==> config.mk <==
export PLATFORM = sky130hd
export DESIGN_NAME = polyvec_decompress_seq
export DESIGN_NICKNAME = d
export VERILOG_FILES = /design/src/rtl/polyvec_decompress_seq.sv
export SDC_FILE = /design/constraint.sdc
export NUM_CORES = 1
export LEC_CHECK = 0
export CORE_UTILIZATION = 40
export DETAILED_ROUTE_END_ITERATION = 8
export GPL_TIMING_DRIVEN = 0
export PLACE_DENSITY = 0.72
export REMOVE_ABC_BUFFERS = 1
export SYNTH_ARGS = -nofsm -noshare
export SYNTH_HDL_FRONTEND = slang
export SYNTH_SLANG_ARGS = --single-unit
==> constraint.sdc <==
create_clock -name clk -period 4.5 [get_ports clk]
set_input_delay 0.675 -clock clk [delete_from_list [all_inputs] [get_ports clk]]
set_output_delay 0.675 -clock clk [all_outputs]
set_load 0.03 [all_outputs]
==> src/rtl/polyvec_decompress_seq.sv <==
// Decompresses the Kyber compressed-u polyvec: 10-bit packed bytes from the ciphertext
// buffer are expanded to 12-bit coefficients and written to the polyvec memory.
module polyvec_decompress_seq #(
  parameter int KYBER_K    = 2,
  parameter int KYBER_N    = 256,
  parameter int KYBER_Q    = 3329,
  parameter int POLY_BYTES = 320,
  parameter int BASE_ADDR  = 0,
  parameter int ADDR_W     = 10,
  parameter int COEF_W     = 12
) (
  input  logic                         clk,
  input  logic                         reset_n,
  input  logic                         start,
  input  logic                         abort,
  output logic                         busy,
  output logic                         done,
  output logic                         rd_en,
  output logic [ADDR_W-1:0]            rd_addr,
  input  logic [7:0]                   rd_data,
  output logic                         wr_en,
  output logic [$clog2(KYBER_K)+7:0]   wr_addr,
  output logic [COEF_W-1:0]            wr_data,
  input  logic                         wr_ready
);

  localparam int P_W    = (KYBER_K > 1) ? $clog2(KYBER_K) : 1;
  localparam int WA_W   = $clog2(KYBER_K) + 8;
  localparam int G_LAST = KYBER_N / 4 - 1;

  typedef enum logic [2:0] {S_IDLE, S_FETCH, S_CAPT, S_EMIT, S_DONE} state_t;

  state_t            state, state_nx;
  logic [P_W-1:0]    p;
  logic [5:0]        g;
  logic [2:0]        b;
  logic [1:0]        j;
  logic [4:0][7:0]   grp;
  logic              pend;
  logic [2:0]        pend_idx;
  logic              last_group, last_poly;
  logic [9:0]        t_sel;
  logic [23:0]       prod;
  logic [31:0]       rd_addr_full;

  assign last_group = (g == 6'(G_LAST));
  assign last_poly  = (p == P_W'(KYBER_K - 1));

  always_comb begin
    state_nx = state;
    unique case (state)
      S_IDLE:  if (start) state_nx = S_FETCH;
      S_FETCH: if (b == 3'd4) state_nx = S_CAPT;
      S_CAPT:  state_nx = S_EMIT;
      S_EMIT:  if (wr_ready && j == 2'd3)
                 state_nx = (last_group && last_poly) ? S_DONE : S_FETCH;
      S_DONE:  state_nx = S_IDLE;
      default: state_nx = S_IDLE;
    endcase
    if (abort) state_nx = S_IDLE;
  end

  always_ff @(posedge clk or negedge reset_n) begin
    if (!reset_n) state <= S_IDLE;
    else          state <= state_nx;
  end

  // Read data lands one cycle after its strobe; pend/pend_idx track which byte it is.
  // Clearing pend on abort drops a read that is still in flight.
  always_ff @(posedge clk or negedge reset_n) begin
    if (!reset_n) begin
      p        <= '0;
      g        <= '0;
      b        <= '0;
      j        <= '0;
      grp      <= '0;
      pend     <= 1'b0;
      pend_idx <= '0;
    end else begin
      pend     <= (state == S_FETCH) && !abort;
      pend_idx <= b;
      if (pend && !abort) grp[pend_idx] <= rd_data;
      if (abort) begin
        p <= '0;
        g <= '0;
        b <= '0;
        j <= '0;
      end else begin
        unique case (state)
          S_IDLE: if (start) begin
            p <= '0;
            g <= '0;
            b <= '0;
            j <= '0;
          end
          S_FETCH: b <= (b == 3'd4) ? 3'd0 : b + 3'd1;
          S_CAPT:  j <= '0;
          S_EMIT: if (wr_ready) begin
            if (j == 2'd3) begin
              j <= '0;
              if (last_group) begin
                g <= '0;
                if (!last_poly) p <= p + 1'b1;
              end else begin
                g <= g + 6'd1;
              end
            end else begin
              j <= j + 2'd1;
            end
          end
          default: ;
        endcase
      end
    end
  end

  always_comb begin
    unique case (j)
      2'd0:    t_sel = {grp[1][1:0], grp[0]};
      2'd1:    t_sel = {grp[2][3:0], grp[1][7:2]};
      2'd2:    t_sel = {grp[3][5:0], grp[2][7:4]};
      default: t_sel = {grp[4], grp[3][7:6]};
    endcase
    prod = 24'(t_sel) * 24'(KYBER_Q) + 24'd512;
  end

  always_comb begin
    rd_addr_full = 32'(BASE_ADDR) + 32'(p) * 32'(POLY_BYTES) + 32'(g) * 32'd5 + 32'(b);
    busy    = (state != S_IDLE);
    done    = (state == S_DONE);
    rd_en   = (state == S_FETCH);
    wr_en   = (state == S_EMIT);
    rd_addr = rd_en ? ADDR_W'(rd_addr_full) : '0;
    wr_addr = wr_en ? WA_W'({p, g, j}) : '0;
    wr_data = wr_en ? COEF_W'(prod >> 10) : '0;
  end

endmodule

==> metrics.md <==
| Metric | Value |
|---|---|
| CP bufs+invs | `7` |
| GRT overflow | `0` |
| Antenna violations before repair | `0` |
| Synthesis-to-layout area growth | `37.1%` |
| Fin cells | `676` |
| Vias in the first global route | `3,996` |
| Die Span X | `110 um` |
| Sequential area share after synthesis | `0.317` |
| CTS tree | `built` |
| DP Cell Count | `629` |
| Final hold slack | `380 ps` |
| CP top delay family | `adder cells` |
| CTS Buffer Depth | `2` |
| I/O Buffers | `47` |
| Largest net degree at the start of global routing | `31` |
| EDFF count, synth | `0` |
| Critical path class | `reg2out` |
| Hold buffers post-CTS | `0` |
| Gpl congestion | `0.818` |
| R2R Setup Slk | `2460 ps` |
| Max incr delay on CP | `420 ps` |
| Violated checks | `design-rule violations, negative setup slack` |
| Fin Setup TNS | `-5420 ps` |
| Setup Viol. Count Final | `11` |
| Num Clock Sinks | `59` |
| Final critical-path required period | `5240 ps` |
| Cts bufs inserted | `9` |
| CTS root buf | `clkbuf_16` |
| Final core utilization | `0.561` |
| Routed wire length | `12,000 um` |
| Final Max Slew Viols | `0` |
| Critical path capture point type | `primary output` |
| Avg Inst Size Synth | `10.4 sq um` |
| Worst Path Required | `3830 ps` |
| DP Wirelength | `7770 um` |
| DRC Markers | `1` |
| Vias per cell | `5.64` |
| Die H | `110 um` |
| Synth Register Bits | `59` |
| Final worst-path setup slack | `-741 ps` |
| Core Region | `0.0114 sq mm` |
| Slowest CP cell | `dfrtp_2` |
| Clock Skew | `5.70 ps` |
| Total GRT Usage | `0.213` |
| YS warnings | `0` |
| DRT Pass-1 Iters | `6` |
| DR WL/cell | `17.7 um` |
| Layout fillers | `918` |
| Max cap viols | `0` |
| Detailed Route Iter0 Violations | `140` |
| Layout cells sized above 1 | `0.353` |
| Worst-path maximum fanout | `6` |
| Post-synth cell types | `59` |
| Final hold violations | `0` |
| Max Clock Freq | `191 MHz` |
| Clock transition at path regs | `60 ps` |
| Worst-Skew Late Latency | `330 ps` |
| Setup repair after global routing missed its margin | `true` |
| Cell Area, Synth | `0.00466 sq mm` |
| NumNets Final | `626` |
| Worst-path cell chain | `buf_6 -> ha_4 -> buf_6 -> nand2_1 -> nand2_1 -> mux2i_2 -> inv_2 -> buf_4 -> ha_1 -> inv_1 -> ha_1 -> ha_1 -> ha_1 -> ha_4 -> ha_4 -> inv_1 -> o32ai_4 -> a31oi_4 -> a31oi_1 -> o311ai_1 -> buf_4` |
| Cells after synthesis | `449` |
| DRT antenna net count | `0` |
| Min-delay worst type | `in2async` |
| Die Area | `0.0121 sq mm` |
| Outcome | `complete, but fails checks` |
| Slew margin rel. | `0.544` |
| # IOs | `48` |
| Fraction of registers with async set/reset | `1.00` |
| H-tree depth | `3` |
| Ys flop type | `dfrtp_1` |
| Cell mode on critical path | `ha_1` |
| Worst-Margin Slew | `684 ps` |
| First-pass GRT wire length | `19,500 um` |
| Std cell rows | `39` |
| Ant. Diodes | `0` |
| Initial core utilization | `0.410` |
| Critical Path AT | `4570 ps` |
| CP startpoint kind | `register` |
| Tcrit/Tclk final | `1.16` |
| Vias | `3,814` |
[routing by layer]
layer / up-vias / global-route usage / part of all wire
li1: 1801 / - / -
met1: 1916 / 0.248 / 0.42
met2: 76 / 0.385 / 0.53
met3: 21 / 0.0368 / 0.028
met4: 0 / 0.0867 / 0.022
met5: - / 0 / 0
[cells by family (layout without fill, tap and decap cells)]
family	after synthesis	after routing	share of synthesized area
buf+inv	51	135	0.0481
mux	53	53	0.125
flops	59	59	0.317
fa+ha+maj	85	85	0.243
xor+xnor	13	13	0.0244
simple gates	115	115	0.131
compound gates	73	73	0.111
[flip-flops by register name (all words and copies together), names as in the netlist]
signal	flops
grp	40
last_poly	1
pend	1
g	6
state	3
b	3
pend_idx	3
j	2
[what timing repair did]
| item | in CTS | in global routing |
|---|---|---|
| pin swaps | 42 | 29 |
| buffers inserted | 27 | 4 |
| endpoints found under the setup margin | 12 | 11 |
| resized for setup | 153 | 22 |
[cell usage in the layout (no fill, tap or decap), drive strengths merged, types with 3 or more instances in the layout]
cell type,synthesis,routed
ha,76,76
dfrtp,59,59
buf,6,44
mux2,41,41
inv,40,41
clkdlybuf4s50,0,34
nor2,27,27
nand2,23,23
o21ai,21,21
and3,14,14
nand3,12,12
mux2i,12,12
a21oi,11,11
xor2,10,10
nor3,10,10
clkbuf,5,9
fa,9,9
a222oi,8,8
a211oi,6,6
nand2b,5,5
nor3b,4,4
nor2b,3,3
a21o,3,3
and2,3,3
xnor2,3,3
nor4,3,3
a211o,3,3
clkinvlp,0,3
[cells in the mapped netlist (all sizes together), types with 6 or more instances]
cell / instances / share of area
and3: 14 / 0.019
a222oi: 8 / 0.017
dfrtp: 59 / 0.32
a21oi: 11 / 0.012
nand2: 23 / 0.020
buf: 6 / 0.012
nand3: 12 / 0.013
xor2: 10 / 0.019
mux2: 41 / 0.099
nor3: 10 / 0.011
fa: 9 / 0.039
mux2i: 12 / 0.026
inv: 40 / 0.032
nor2: 27 / 0.022
o21ai: 21 / 0.023
a211oi: 6 / 0.011
ha: 76 / 0.20
[stage by stage]
step | setup slack, ps | area [sq um]
6_report | -741 | 6380
5_1_grt | -898 | 6380
4_1_cts | -676 | 6230
3_5_place_dp | -1440 | 5250
3_3_place_gp | -1310 | 5230
2_1_floorplan | -782 | 4580
[worst register-to-register path: stages, from the launching register on]
cell and delay [ps]:
dfrtp_2 440, buf_4 160, ha_4 240, and4b_2 290
o31ai_2 450, nor4_1 110, a211o_1 230
[cell type report]
cell class	instances	area, sq um	share of cell area
timing repair buffer	79	712	0.112
inverter	40	153	0.0239
clock buffer	9	225	0.0353
tap	143	179	0.0280
multi-input combinational	339	3540	0.554
clock inverter	7	100	0.0157
sequential	59	1480	0.232
[worst paths after layout]
kind	from	to	cells past startpoint
setup / recovery	j[0]$_DFFE_PN0P_	wr_data[11]	21
hold reg to reg	b[1]$_DFFE_PN0P_	pend_idx[1]$_DFF_PN0_	0
hold / removal	reset_n	grp[13]$_DFFE_PN0P_	1
max in group asynchronous	reset_n	j[0]$_DFFE_PN0P_	2
min in group clk	b[1]$_DFFE_PN0P_	pend_idx[1]$_DFF_PN0_	0
setup reg to reg	j[1]$_DFFE_PN0P_	g[4]$_DFFE_PN0P_	6
Power is left out: the tool's default activity adds up to more than one toggle a clock period on the data nets, which glitch-free logic cannot reach.
